**config.mk**
```make
export PLATFORM = sky130hd
export DESIGN_NAME = gif_sequencer_flat
export DESIGN_NICKNAME = d
export VERILOG_FILES = /design/src/rtl/gif_sequencer_if.sv /design/src/rtl/gif_sequencer.sv /design/src/flat_wrapper.sv
export SDC_FILE = /design/constraint.sdc
export NUM_CORES = 1
export LEC_CHECK = 0
export BUFFER_PORTS_ARGS = -buffer_cell sky130_fd_sc_hd__buf_2
export CORE_MARGIN = 2
export CORE_UTILIZATION = 55
export DETAILED_ROUTE_END_ITERATION = 7
export GPL_TIMING_DRIVEN = 0
export PLACE_DENSITY = 0.81
export SLEW_MARGIN = 20
export SYNTH_ARGS = -nofsm -noshare
export SYNTH_HDL_FRONTEND = slang
export SYNTH_SLANG_ARGS = --single-unit
export TNS_END_PERCENT = 20
```
**constraint.sdc**
```tcl
create_clock -name CLOCK_50 -period 2.1 [get_ports CLOCK_50]
set_input_delay 0.21 -clock CLOCK_50 [delete_from_list [all_inputs] [get_ports CLOCK_50]]
set_output_delay 0.21 -clock CLOCK_50 [all_outputs]
set_load 0.02 [all_outputs]
```
**src/rtl/gif_sequencer_if.sv**
```systemverilog
// rtl/gif_sequencer_if.sv - key inputs and frame outputs of the GIF frame sequencer
interface gif_sequencer_if #(
    parameter int FRAMES = 8,
    parameter int IDX_W  = 3
);
    logic              en;
    logic              next_short;
    logic              next_long;
    logic              prev_short;
    logic              prev_long;
    logic [IDX_W-1:0]  frame_idx;
    logic [FRAMES-1:0] frame_en;
    logic              running;
    logic              mode;
    logic [1:0]        speed;
    logic              frame_tick;

    modport master (
        output en, next_short, next_long, prev_short, prev_long,
        input  frame_idx, frame_en, running, mode, speed, frame_tick
    );

    modport slave (
        input  en, next_short, next_long, prev_short, prev_long,
        output frame_idx, frame_en, running, mode, speed, frame_tick
    );
endinterface

```
**src/rtl/gif_sequencer.sv**
```systemverilog
// rtl/gif_sequencer.sv - manual/auto frame sequencer with loop and ping-pong playback
module gif_sequencer #(
    parameter int FRAMES   = 8,
    parameter int IDX_W    = 3,
    parameter int BASE_DIV = 4194304
) (
    input  logic         CLOCK_50,
    input  logic         rst,
    gif_sequencer_if.slave bus
);
    localparam int TMR_W = $clog2(BASE_DIV);

    typedef enum logic {MANUAL = 1'b0, RUN = 1'b1} state_t;

    state_t            state_q, state_n;
    logic [IDX_W-1:0]  idx_q, idx_n;
    logic [TMR_W-1:0]  timer_q, timer_n;
    logic [1:0]        speed_q, speed_n;
    logic              mode_q, mode_n;
    logic              dir_up_q, dir_up_n;
    logic              tick_q, tick_n;

    logic [31:0]       period_m1;
    logic              at_last, at_first, wrap;
    logic [IDX_W-1:0]  idx_inc, idx_dec;
    logic              only_next, only_prev;

    assign period_m1 = (32'(BASE_DIV) >> speed_q) - 32'd1;
    assign wrap      = (timer_q == period_m1[TMR_W-1:0]);
    assign at_last   = (idx_q == IDX_W'(FRAMES - 1));
    assign at_first  = (idx_q == '0);
    assign idx_inc   = at_last  ? '0 : idx_q + 1'b1;
    assign idx_dec   = at_first ? IDX_W'(FRAMES - 1) : idx_q - 1'b1;
    assign only_next = bus.next_short & ~bus.prev_short;
    assign only_prev = bus.prev_short & ~bus.next_short;

    always_ff @(posedge CLOCK_50) begin
        if (rst) begin
            state_q  <= MANUAL;
            idx_q    <= '0;
            timer_q  <= '0;
            speed_q  <= 2'd0;
            mode_q   <= 1'b0;
            dir_up_q <= 1'b1;
            tick_q   <= 1'b0;
        end else begin
            state_q  <= state_n;
            idx_q    <= idx_n;
            timer_q  <= timer_n;
            speed_q  <= speed_n;
            mode_q   <= mode_n;
            dir_up_q <= dir_up_n;
            tick_q   <= tick_n;
        end
    end

    always_comb begin
        state_n  = state_q;
        idx_n    = idx_q;
        timer_n  = timer_q;
        speed_n  = speed_q;
        mode_n   = mode_q;
        dir_up_n = dir_up_q;
        tick_n   = 1'b0;

        if (!bus.en) begin
            state_n  = MANUAL;
            timer_n  = '0;
            dir_up_n = 1'b1;
        end else begin
            case (state_q)
                MANUAL: begin
                    timer_n = '0;
                    if (bus.prev_long) begin
                        idx_n = '0;
                    end else if (bus.next_long) begin
                        state_n = RUN;
                    end else if (only_next) begin
                        idx_n = idx_inc;
                    end else if (only_prev) begin
                        idx_n = idx_dec;
                    end
                end
                RUN: begin
                    if (bus.prev_long) begin
                        state_n  = MANUAL;
                        idx_n    = '0;
                        dir_up_n = 1'b1;
                        timer_n  = '0;
                    end else if (bus.next_long) begin
                        mode_n   = ~mode_q;
                        dir_up_n = 1'b1;
                        timer_n  = '0;
                    end else if (only_next) begin
                        speed_n = (speed_q == 2'd3) ? 2'd3 : speed_q + 2'd1;
                        timer_n = '0;
                    end else if (only_prev) begin
                        speed_n = (speed_q == 2'd0) ? 2'd0 : speed_q - 2'd1;
                        timer_n = '0;
                    end else if (wrap) begin
                        timer_n = '0;
                        tick_n  = 1'b1;
                        if (!mode_q) begin
                            idx_n = idx_inc;
                        end else if (dir_up_q) begin
                            // Turn around at the top without repeating the end frame
                            if (at_last) begin
                                idx_n    = idx_dec;
                                dir_up_n = 1'b0;
                            end else begin
                                idx_n = idx_inc;
                            end
                        end else begin
                            if (at_first) begin
                                idx_n    = idx_inc;
                                dir_up_n = 1'b1;
                            end else begin
                                idx_n = idx_dec;
                            end
                        end
                    end else begin
                        timer_n = timer_q + 1'b1;
                    end
                end
                default: state_n = MANUAL;
            endcase
        end
    end

    always_comb begin
        bus.frame_en = '0;
        for (int i = 0; i < FRAMES; i++) begin
            bus.frame_en[i] = bus.en && (idx_q == IDX_W'(i));
        end
    end

    assign bus.frame_idx  = idx_q;
    assign bus.running    = (state_q == RUN);
    assign bus.mode       = mode_q;
    assign bus.speed      = speed_q;
    assign bus.frame_tick = tick_q;
endmodule

```
**src/flat_wrapper.sv**
```systemverilog
// flat-port wrapper written by rule: the top's interface ports become plain ports
module gif_sequencer_flat 
#(
    parameter int FRAMES   = 8,
    parameter int IDX_W    = 3,
    parameter int BASE_DIV = 4194304
)
  (CLOCK_50, rst, bus_en, bus_next_short, bus_next_long, bus_prev_short, bus_prev_long, bus_frame_idx, bus_frame_en, bus_running, bus_mode, bus_speed, bus_frame_tick);
  gif_sequencer_if #(.FRAMES(FRAMES), .IDX_W(IDX_W)) bus_i ();
  input  logic CLOCK_50;
  input  logic rst;
  input wire logic [$bits(bus_i.en)-1:0] bus_en;
  input wire logic [$bits(bus_i.next_short)-1:0] bus_next_short;
  input wire logic [$bits(bus_i.next_long)-1:0] bus_next_long;
  input wire logic [$bits(bus_i.prev_short)-1:0] bus_prev_short;
  input wire logic [$bits(bus_i.prev_long)-1:0] bus_prev_long;
  output wire logic [$bits(bus_i.frame_idx)-1:0] bus_frame_idx;
  output wire logic [$bits(bus_i.frame_en)-1:0] bus_frame_en;
  output wire logic [$bits(bus_i.running)-1:0] bus_running;
  output wire logic [$bits(bus_i.mode)-1:0] bus_mode;
  output wire logic [$bits(bus_i.speed)-1:0] bus_speed;
  output wire logic [$bits(bus_i.frame_tick)-1:0] bus_frame_tick;
  assign bus_i.en = bus_en;
  assign bus_i.next_short = bus_next_short;
  assign bus_i.next_long = bus_next_long;
  assign bus_i.prev_short = bus_prev_short;
  assign bus_i.prev_long = bus_prev_long;
  assign bus_frame_idx = bus_i.frame_idx;
  assign bus_frame_en = bus_i.frame_en;
  assign bus_running = bus_i.running;
  assign bus_mode = bus_i.mode;
  assign bus_speed = bus_i.speed;
  assign bus_frame_tick = bus_i.frame_tick;
  gif_sequencer #(.FRAMES(FRAMES), .IDX_W(IDX_W), .BASE_DIV(BASE_DIV)) u_core (.CLOCK_50(CLOCK_50), .rst(rst), .bus(bus_i));
endmodule
```
# ---- Word-level counts from Yosys, hierarchy flattened
# Cells that the tools add are included.
dict set report op_classes {
  n_addsub 6
  shift 1
  n_reduce_logical 19
  bitwise_logic 9
  n_mux 40
  eq_ne 17
}
# cell n
set op_table {}
lappend op_table {{two-way mux 22 bit} 5}
lappend op_table {{two-way mux 3 bit} 15}
lappend op_table {{one-hot mux 22 bit (2 select lines)} 1}
lappend op_table {{right shift 23 x 2 -> 22 bit, first input constant} 1}
lappend op_table {{adder 22 x 1 -> 22 bit, second input constant} 1}
lappend op_table {{equality test 22 bit} 1}
lappend op_table {{subtractor 22 x 1 -> 22 bit, second input constant} 1}
lappend op_table {{inequality test 3 bit, second input constant} 7}
lappend op_table {{two-way mux 1 bit} 13}
lappend op_table {{equality test 3 bit, second input constant} 4}
lappend op_table {{AND reduction 5 bit} 2}
lappend op_table {{logical AND 1 bit} 8}
lappend op_table {{two-way mux 2 bit} 4}
lappend op_table {{NOT 1 bit} 7}
lappend op_table {{AND reduction 7 bit} 1}
lappend op_table {{OR reduction 7 bit} 1}
lappend op_table {{equality test 3 x 2 -> 1 bit, second input constant} 2}
lappend op_table {{one-hot mux 3 bit (2 select lines)} 1}
lappend op_table {{nonzero test 3 bit} 2}
lappend op_table {{inequality test 4 x 2 -> 1 bit, second input constant} 1}
lappend op_table {{AND reduction 4 bit} 1}
lappend op_table {{adder 3 x 1 -> 3 bit, second input constant} 1}
lappend op_table {{equality test 3 x 1 -> 1 bit, second input constant} 1}
lappend op_table {{logical NOT 3 bit} 1}
lappend op_table {{other kinds (9)} 10}
dict set report totals {
  word_cells 99
  register_bits 31
  out_inout_bits 16
  in_bits 7
}

# ---- Longest topological paths before layout
dict set report depth {
  depth_word 11
  mapped_depth 8
  depth_no_buf 7
}

# ---- Worst setup path before layout
# No wires, ideal clock.
dict set report synth_timing {
  kind {register to register}
  startpoint {register u_core.timer_q[0]}
  endpoint {register u_core.dir_up_q}
  path_stages_with_launch 7
  n_path_buf 0
  arrival_time_ns 1.748
  synth_period_minus_slack_ns 1.823
  required_ns 2.026
  setup_time_ns 0.074
  path_slack_ns 0.277
  path_cell_list {dfxtp_1 -> ha_1 -> nand4_1 -> nor3_4 -> o211ai_4 -> or3_1 -> a31oi_1}
}
dict set report synth_between {
  elab_chain_len 3
}
# item line
set synth_rtl {}
lappend synth_rtl {{start, declared} gif_sequencer.sv:17} ;# logic [TMR_W-1:0] timer_q, timer_n;
lappend synth_rtl {{start signal, assigned} gif_sequencer.sv:49} ;# timer_q <= timer_n;
lappend synth_rtl {{equality test 22 bit} gif_sequencer.sv:29} ;# assign wrap = (timer_q == period_m1[TMR_W-1:0]);
lappend synth_rtl {{nonzero test 3 bit (no line)} n/a}
lappend synth_rtl {{AND reduction 5 bit (no line)} n/a}
lappend synth_rtl {{end signal, assigned} gif_sequencer.sv:52} ;# dir_up_q <= dir_up_n;
lappend synth_rtl {{end, declared} gif_sequencer.sv:20} ;# logic dir_up_q, dir_up_n;
# Every way passes these cells.
# A chain may end at the register's enable or synchronous reset.

# ---- Worst setup path in the final report
dict set report layout_timing {
  startpoint {register u_core.idx_q[0], in the netlist u_core.bus.frame_idx[0]}
  endpoint {output bus_frame_en[0]}
}
dict set report layout_between {
  elab_chain_len 2
}
# item line
set layout_rtl {}
lappend layout_rtl {{start, declared} gif_sequencer.sv:16} ;# logic [IDX_W-1:0] idx_q, idx_n;
lappend layout_rtl {{start signal, assigned} gif_sequencer.sv:48} ;# idx_q <= idx_n;
lappend layout_rtl {{logical NOT 3 bit} gif_sequencer.sv:133} ;# bus.frame_en[i] = bus.en && (idx_q == IDX_W'(i));
lappend layout_rtl {{logical AND 1 bit} gif_sequencer.sv:133}
lappend layout_rtl {{end, declared} flat_wrapper.sv:18} ;# output wire logic [$bits(bus_i.frame_en)-1:0] bus_frame_en;
# Every way passes these cells.

==> flow_summary.yaml <==
timing:
  report.final.slew_viol_count: 0
  worst-slew-pin-transition_ns: 0.6024
  finalCritPeriodShare_pct: 92.00
  slew_headroom_pct: 59.27
  grt_setup_unrepaired: "false"
  holdWs_ns: 0.1759
  finalCriticalPeriod_ns: 1.932
  tns_ns: 0
  setup_violations: 0
  max_clock_freq_mhz: 517.6
  worst_slack_ns: 0.1681
  clock-skew-final_ns: 0.009538
  timing.final.hold_violations: 0
setup_path:
  class_of_the_most_critical_setup_path: "reg -> out"
  critPathMaxFanout: 6
  reg2reg_from: "u_core.timer_q[0]"
  worst_path_arrival_time_ns: 1.72
  required_time_worst_endpoint_ns: 1.89
  worst_setup_path_end_kind: "output port"
  timing.critical_path.from_type: "register"
  worst_setup_path_startpoint: "u_core.bus.frame_idx[0]"
clock_network:
  number_of_buffers_created_by_cts: 5
  cts_tree: "done"
  number_of_buffers_between_clock_root_and_the_deepest_sink: 2
  clkSlewWorstSetupHoldPaths_ns: 0.10
  clock_insertion_delay_worst_skew_ns: 0.33
  cts_root_buf: "clkbuf_4"
  cts_num_sinks: 31
  holdBufCountCts: 0
  h-tree-depth: 2
logic_synthesis:
  ys_seq_area_share_pct: 34.69
  synth_most_common_cell: "nor2_1"
  synth.largest_area_cell: "dfxtp_1"
  synth.net_count: 234
  synth-edff-count: 0
  synth.distinct_cells: 41
  synth.avg_cell_area_um2: 8.245
  ys_dominant_reg_cell: "dfxtp_1"
  async_reset_ff_share_pct: 0
  synthesis.instances: 217
  yosys-top-cells-area: "dfxtp_1, ha_1, nor2_1"
  synth.cells.most_frequent: "nor2_1, dfxtp_1, nand2_1, xor2_1, inv_1"
  synth_seq_cells: 31
  synthDominantCellAreaShare_pct: 34.69
  synth-warning-count: 0
  synth.cell_area_um2: 1789
floorplan:
  floorplan.rows: 20
  start_util_pct: 58.13
  die-area_um2: 3725
  die_height_um: 61.04
  dieWidth_um: 61.04
  ioPinCount: 23
  placeableCoreArea_um2: 3078
global_route:
  first_global_vias: 1375
  grt_use_total_pct: 22.03
  grt_first_pass_wirelength_mm: 6.023
  grt.overflow.total: 0
  pin_count_of_the_biggest_net_entering_global_routing: 13
  antenna_violations_before_repair: 0
layout:
  num-fill-cells: 278
  final_design_area_no_fill_um2: 1999
  design.final.nets: 262
  register_area_um2: 620.6
  antenna-diode-count: 0
  combined_area_of_the_multi_input_logic_cells_um2: 1110
  drive_above_1_share_pct: 14.75
  area_growth_syn_to_layout_pct: 11.75
drt:
  remaining_drc_errors: 0
  dr_total_vias: 1540
  wirelength_mm: 3.448
  post_drt_wl_per_cell_um: 11.97
  drt_pass1_iterations: 4
  avgViaCountPerCell: 5.347
  first_iter_violations: 59
  ant_nets: 0
power_and_ir_drop:
  vdd.ir_drop.worst_uv: 323.8
  power_density_nw_per_um2: 516.3
  leakage_uw: 0.0007720
  power.total_uw: 1032
place:
  detailed_place.area_um2: 1944
  buffer_ports.inserted: 20
  dp_slack_ns: 0.03314
  place.gp.congestion: 0.8839
  hpwlAfterDp_mm: 2.531
run_status:
  run_status: "finished, final reports clean"
run:
  maxCapViolations: 0
min_path:
  hold_path.class: "in -> reg"
  holdCritStartpoint: "bus_next_long"
critical path, stage by stage (launching register included):
cell and delay, ns:
dfxtp_1 0.37, inv_1 0.12, ha_1 0.23, nor2b_1 0.35, and2_1 0.17, buf_2 0.16
cell usage in the layout (no fill, tap or decap), types with 2 or more instances in the layout:
master    synthesis  final
nor2b_1           5      5
buf_2             1     21
xor2_1           12     12
nand3_1           9      9
ha_1             10     10
a211oi_1          3      3
xnor2_1           8      8
nor2_1           33     33
o21ai_0           5      5
nand3b_1          2      2
nand2_1          15     15
and2_1            4      4
clkbuf_1          5      6
clkbuf_4          0      5
nor3_1            7      7
and3_1           10     10
o21a_1            3      3
mux2i_1           3      3
a21o_2            2      2
dfxtp_1          31     31
o221ai_1          2      2
inv_1            11     11
o22ai_1           2      2
a21oi_1           4      4
nand2b_1          6      6
or3b_1            2      2
nand4_1           6      6
kinds of logic (layout without fill, tap and decap cells):
family | count (synthesis) | after routing | synth area share [%]
adders and majority gates | 10 | 10 | 6.993
DFF | 31 | 31 | 34.69
buffers and inverters | 17 | 44 | 3.636
AOI/OAI and AO/OA | 28 | 28 | 11.54
and+or+nand+nor | 108 | 108 | 31.68
muxes | 3 | 3 | 1.678
xor gates and xnor gates | 20 | 20 | 9.790
final timing paths:
| kind | endpoint | slack (ns) | depth (start not counted) |
|---|---|---|---|
| max | bus_frame_en[0] | 0.17 | 5 |
| min | u_core.bus.running | 0.18 | 3 |
| max reg2reg | u_core.timer_q[21] | 0.23 | 7 |
| min reg2reg | u_core.timer_q[0] | 0.47 | 1 |
per-layer routing:
layer / GRT usage [%] / share of wire [%] / vias up / routed length, um
li1: - / - / 798 / -
met1: 30.71 / 49 / 708 / 1704
met2: 32.37 / 45 / 28 / 1542
met3: 8.193 / 4.7 / 6 / 162
met4: 5.590 / 1.1 / 0 / 39
met5: 0 / 0 / - / 0
what timing repair did:
item                       4_1_cts  5_1_grt
setup endpoints to repair        0       13
buffers inserted                 0        1
gates resized for setup          0        1
sequential cells by signal, indices dropped and copies added, names as in the netlist:
| register | cells |
|---|---|
| u_core.timer_q | 22 |
| u_core.bus.frame_idx | 3 |
| u_core.bus.speed | 2 |
| u_core.bus.running | 1 |
| u_core.bus.frame_tick | 1 |
| u_core.bus.mode | 1 |
| u_core.dir_up_q | 1 |
stage by stage:
step / std cells / utilization (%)
after floorplan: 217 / -
after global placement: 281 / 63.17
after detailed placement: 281 / 63.17
after CTS: 287 / 64.51
after global routing: 288 / 64.96
final: 288 / 64.96
where the power goes:
group          switching, uW  leakage, uW  internal, uW
logic                   70.6     0.000498          47.9
clock network            195    0.0000242           119
registers               7.90     0.000250           592
final cells by class:
class / instances / share of cell area (%)
buffer: 6 / 1.189
tap: 44 / 2.753
sequential: 31 / 31.04
timing repair buffer: 21 / 5.382
multi-input combinational: 169 / 55.51
clock buffer: 6 / 2.065
inverter: 11 / 2.065
No activity file was read; power rests on OpenSTA's default activity.
